**src/rtl/sdram_arbit.sv**
```systemverilog
// sdram_arbit: SDRAM command-bus arbiter with an internal auto-refresh scheduler.
// Holds the bus for the init sequencer, then grants it with fixed priority
// refresh > write > read. Writers and readers yield cooperatively on ref_req.
module sdram_arbit #(
   parameter int unsigned REF_CYCLES = 780,
   parameter int unsigned TRFC       = 7
) (
   input  logic        sclk,
   input  logic        s_rst_n,
   input  logic        init_end,
   input  logic [3:0]  init_cmd,
   input  logic [12:0] init_addr,
   output logic        ref_req,
   input  logic        wr_req,
   output logic        wr_en,
   input  logic        flag_wr_end,
   input  logic [3:0]  wr_cmd,
   input  logic [12:0] wr_addr,
   input  logic [1:0]  wr_bank,
   input  logic        rd_req,
   output logic        rd_en,
   input  logic        flag_rd_end,
   input  logic [3:0]  rd_cmd,
   input  logic [12:0] rd_addr,
   input  logic [1:0]  rd_bank,
   output logic [3:0]  sdram_cmd,
   output logic [12:0] sdram_addr,
   output logic [1:0]  sdram_bank
);

   typedef enum logic [4:0] {
      S_INIT  = 5'b00001,
      S_ARBIT = 5'b00010,
      S_REF   = 5'b00100,
      S_WR    = 5'b01000,
      S_RD    = 5'b10000
   } state_t;

   localparam logic [3:0] CMD_AREF  = 4'b0001;
   localparam logic [3:0] CMD_NOP   = 4'b0111;
   localparam logic [9:0] REF_LAST  = 10'(REF_CYCLES - 1);
   localparam logic [3:0] AREF_LAST = 4'(TRFC - 1);

   state_t      r_state;
   state_t      w_next;
   logic [9:0]  r_ref_cnt;
   logic [3:0]  r_aref_cnt;
   logic        r_ref_req;
   logic        w_ref_wrap;

   assign w_ref_wrap = (r_state != S_INIT) && (r_ref_cnt == REF_LAST);
   assign ref_req    = r_ref_req;

   // State register
   always_ff @(posedge sclk or negedge s_rst_n) begin
      if (!s_rst_n) r_state <= S_INIT;
      else          r_state <= w_next;
   end

   // Next-state logic: fixed priority refresh > write > read from S_ARBIT
   always_comb begin
      w_next = S_INIT;
      case (r_state)
         S_INIT:  w_next = init_end ? S_ARBIT : S_INIT;
         S_ARBIT: begin
            if (r_ref_req)   w_next = S_REF;
            else if (wr_req) w_next = S_WR;
            else if (rd_req) w_next = S_RD;
            else             w_next = S_ARBIT;
         end
         S_REF:   w_next = (r_aref_cnt == AREF_LAST) ? S_ARBIT : S_REF;
         S_WR:    w_next = flag_wr_end ? S_ARBIT : S_WR;
         S_RD:    w_next = flag_rd_end ? S_ARBIT : S_RD;
         default: w_next = S_INIT;
      endcase
   end

   // Refresh interval timer, held in S_INIT, wraps at REF_CYCLES-1
   always_ff @(posedge sclk or negedge s_rst_n) begin
      if (!s_rst_n)                          r_ref_cnt <= '0;
      else if (r_state == S_INIT || w_ref_wrap) r_ref_cnt <= '0;
      else                                   r_ref_cnt <= r_ref_cnt + 10'd1;
   end

   // Refresh request: set on timer wrap (a fresh wrap wins over the clear),
   // cleared on the first S_REF cycle; missed wraps collapse into one request
   always_ff @(posedge sclk or negedge s_rst_n) begin
      if (!s_rst_n)                                  r_ref_req <= 1'b0;
      else if (w_ref_wrap)                           r_ref_req <= 1'b1;
      else if (r_state == S_REF && r_aref_cnt == '0) r_ref_req <= 1'b0;
   end

   // Cycles spent in S_REF; zero whenever S_REF is not being continued
   always_ff @(posedge sclk or negedge s_rst_n) begin
      if (!s_rst_n)                               r_aref_cnt <= '0;
      else if (r_state == S_REF && w_next == S_REF) r_aref_cnt <= r_aref_cnt + 4'd1;
      else                                        r_aref_cnt <= '0;
   end

   // Output mux and grant decodes on current state
   always_comb begin
      sdram_cmd  = CMD_NOP;
      sdram_addr = '0;
      sdram_bank = '0;
      wr_en      = 1'b0;
      rd_en      = 1'b0;
      case (r_state)
         S_INIT: begin
            sdram_cmd  = init_cmd;
            sdram_addr = init_addr;
         end
         S_REF:   sdram_cmd = (r_aref_cnt == '0) ? CMD_AREF : CMD_NOP;
         S_WR: begin
            sdram_cmd  = wr_cmd;
            sdram_addr = wr_addr;
            sdram_bank = wr_bank;
            wr_en      = 1'b1;
         end
         S_RD: begin
            sdram_cmd  = rd_cmd;
            sdram_addr = rd_addr;
            sdram_bank = rd_bank;
            rd_en      = 1'b1;
         end
         default: ;
      endcase
   end

endmodule

```
**config.mk**
```make
export PLATFORM = sky130hd
export DESIGN_NAME = sdram_arbit
export DESIGN_NICKNAME = d
export VERILOG_FILES = /design/src/rtl/sdram_arbit.sv
export SDC_FILE = /design/constraint.sdc
export NUM_CORES = 1
export LEC_CHECK = 0
export ABC_CLOCK_PERIOD_IN_PS = 2250
export CORE_MARGIN = 2
export CORE_UTILIZATION = 38
export CTS_BUF_LIST = sky130_fd_sc_hd__clkbuf_8 sky130_fd_sc_hd__clkbuf_16
export DETAILED_ROUTE_END_ITERATION = 12
export PLACE_DENSITY = 0.83
export SYNTH_ARGS = -nofsm -noshare
export SYNTH_HDL_FRONTEND = slang
export SYNTH_SLANG_ARGS = --single-unit
```
**constraint.sdc**
```tcl
create_clock -name sclk -period 2.25 [get_ports sclk]
set_input_delay 0.225 -clock sclk [delete_from_list [all_inputs] [get_ports sclk]]
set_output_delay 0.225 -clock sclk [all_outputs]
set_load 0.01 [all_outputs]
```
==> impl_metrics.yaml <==
setup_path:
  arrival_ps: 1930
  worst_r2r_startpoint: "r_ref_cnt[6]"
  crit_slowest_cell: "dfstp_2"
  cp_common_cell: "o21ai_1"
  end_kind: "output port"
  ff2ff_path_depth: 4
  cp-start-kind: "flop"
  max_stage_delay_ps: 540
  crit_fanout: 9
  crit_type: "reg -> out"
  reg2reg_slack_ps: 490
  cp_data_required_time_ps: 2030
  endpoint: "sdram_cmd[1]"
  regToRegEndpoint: "r_ref_cnt[4]"
  worstPathCellList: "buf_4 -> inv_1 -> o21ai_1 -> o21ai_1 -> a2111o_1 -> dlygate4sd2_1"
  worstSetupStartpoint: "r_state[0]"
status:
  status: "finished clean"
timing:
  slew_headroom: 0.777
  setup_viol: 0
  worst_pin_slew_ps: 332
  slew_viol_final: 0
  fin_crit_sh: 0.956
  setup_ws_ps: 99.1
  clock-skew-final_ps: 5.77
  timing.fmax_ghz: 0.465
  rsz0062_at_grt: "false"
  period_needed_ps: 2150
  hold_violations: 0
  tns_ps: 0
yosys:
  netlist.area_leader.share: 0.321
  yosysSeqAreaShare: 0.339
  synth_flop_cell: "dfrtp_1"
  synth_warnings: 0
  mappedNetlistArea_um2: 1480
  synth_cell_types: 43
  syn_avg_cell_area_um2: 8.28
  synth-edff-count: 0
  syn-instance-count: 179
  syn-num-nets: 245
  synth_area_leader_cell: "dfrtp_1"
  synth.area.top_cells: "dfrtp_1 (32%), nand2_1 (8.9%), a22oi_1 (8.6%), nor2_1 (5.6%), xor2_1 (3.5%)"
  async_reset_ff_frac: 1.00
  postSynthRegisterBits: 20
drt:
  detail_route.wl_per_cell_um: 13.8
  first_pass_iters: 4
  vias: 1603
  antenna_left: 0
  post-route-drc-count: 0
  drtIter0Drc: 38
  drt-vias-per-instance: 5.03
  wirelength_mm: 4.39
finish:
  mostFrequentLayoutCells: "clkdlybuf4s50_1 (63), nand2_1 (35), nor2_1 (22), dlygate4sd2_1 (19)"
  syn2layout_area_growth_pct: 66.6
  drive_gt1_frac: 0.0996
  fin_nets: 338
  final_common_cell: "clkdlybuf4s50_1"
  n_antenna_cell: 0
clock_tree:
  clock_path_buffers: 2
  path_clk_slew_ps: 80
  insertion_delay_ps: 260
  cts-root-buf: "clkbuf_8"
  htree_levels: 1
  clock-sinks: 20
  cts_tree: "done"
  cts_buffers: 3
placement:
  io_buffers: 83
  place.gp.congestion: 0.950
  place_hpwl_mm: 3.31
  dpl_worst_slack_ps: 34.1
die:
  die_area_um2: 4410
  die_w_um: 66.4
  coreArea_um2: 3720
  start_util: 0.399
  rows: 22
  die_height_um: 66.4
  io_pins: 84
job:
  cap_violations: 0
power_and_ir_drop:
  power.density_nw_per_um2: 750
  ir_drop_mv: 0.544
  leakage_nw: 1.14
grt:
  grt_max_degree: 21
  track_usage: 0.211
  grt-ovfl-total: 0
  grt_pass1_wl_mm: 7.10
  grt_pass1_vias: 1535
  antenna_found_initial: 0
worst_hold_path:
  min_path_type: "in -> async"
==> per-layer routing <==
metal  up-vias  GRT usage  part of all wire
met3         4     0.0562             0.081
li1        812          -                 -
met5         -          0                 0
met4         0     0.0587            0.0089
met2        65      0.358              0.49
met1       722      0.262              0.42
==> stage by stage <==
step	power (W)	util	instances	instance area [um^2]	hold slack [ps]
after floorplan	0.00104	-	179	1480	-70.6
after global placement	0.00153	0.633	309	2350	475
after detailed placement	0.00156	0.633	309	2350	481
after CTS	0.00186	0.662	319	2460	299
after global routing	0.00198	0.664	319	2470	306
final	0.00185	0.664	319	2470	296
==> cell type report <==
cell class / count / area (um^2)
clock buffer: 3 / 41.3
clock inverter: 1 / 30.0
fill: 330 / 1250
inverter: 9 / 33.8
multi-input combinational: 142 / 878
sequential: 20 / 504
tap: 48 / 60.1
timing repair buffer: 96 / 920
==> Yosys cell counts (4+ instances only) <==
cell / n
nand2_1: 35
nor2_1: 22
dfrtp_1: 19
a22oi_1: 17
inv_1: 9
xor2_1: 6
a21oi_1: 4
ha_1: 4
nand3_1: 4
nand4_1: 4
or3_1: 4
==> flip-flops by register name (all words and copies together), names as in the netlist <==
register and cells:
r_ref_cnt 10, r_state 5, r_aref_cnt 4, ref_req 1
==> logic make-up after synthesis <==
logic type | after synthesis | share of synthesized area
AOI/OAI and AO/OA | 36 | 0.175
xor gates and xnor gates | 9 | 0.0532
adders and majority gates | 4 | 0.0338
buffers and inverters | 19 | 0.0895
DFF | 20 | 0.339
muxes | 1 | 0.00676
and+or+nand+nor | 90 | 0.303
==> worst min path at each step <==
stage / start / end / slack [ps]
3_3_place_gp: r_ref_cnt[0] / r_ref_cnt[0] / 470
3_5_place_dp: r_ref_cnt[0] / r_ref_cnt[0] / 480
6_report: s_rst_n / r_ref_cnt[3] / 300
5_1_grt: s_rst_n / r_ref_cnt[0] / 310
2_1_floorplan: s_rst_n / r_aref_cnt[0] / -70
4_1_cts: s_rst_n / r_ref_cnt[0] / 300
==> timing repair <==
| action | in CTS | in global routing |
|---|---|---|
| setup endpoints to repair | 21 | 3 |
| pin swaps | 2 | 0 |
| cloned | 2 | 0 |
| hold buffers | 0 | 0 |
| endpoints found under the hold margin | 0 | 0 |
| setup buffers | 4 | 0 |
| resized for setup | 23 | 4 |
==> worst max-delay path: cells and delay by family, from the launching register on <==
family | cells | cell delay (ps)
AOI/OAI and AO/OA | 3 | 600
DFF | 1 | 540
buffers and inverters | 3 | 520
==> power by group <==
part / internal [W] / switching, W / total, W
registers: 0.000410 / 0.0000428 / 0.000453
logic: 0.000510 / 0.000528 / 0.00104
clock network: 0.000238 / 0.000123 / 0.000360
total: 0.00116 / 0.000694 / 0.00185
Power figures use the tool's default switching activity.
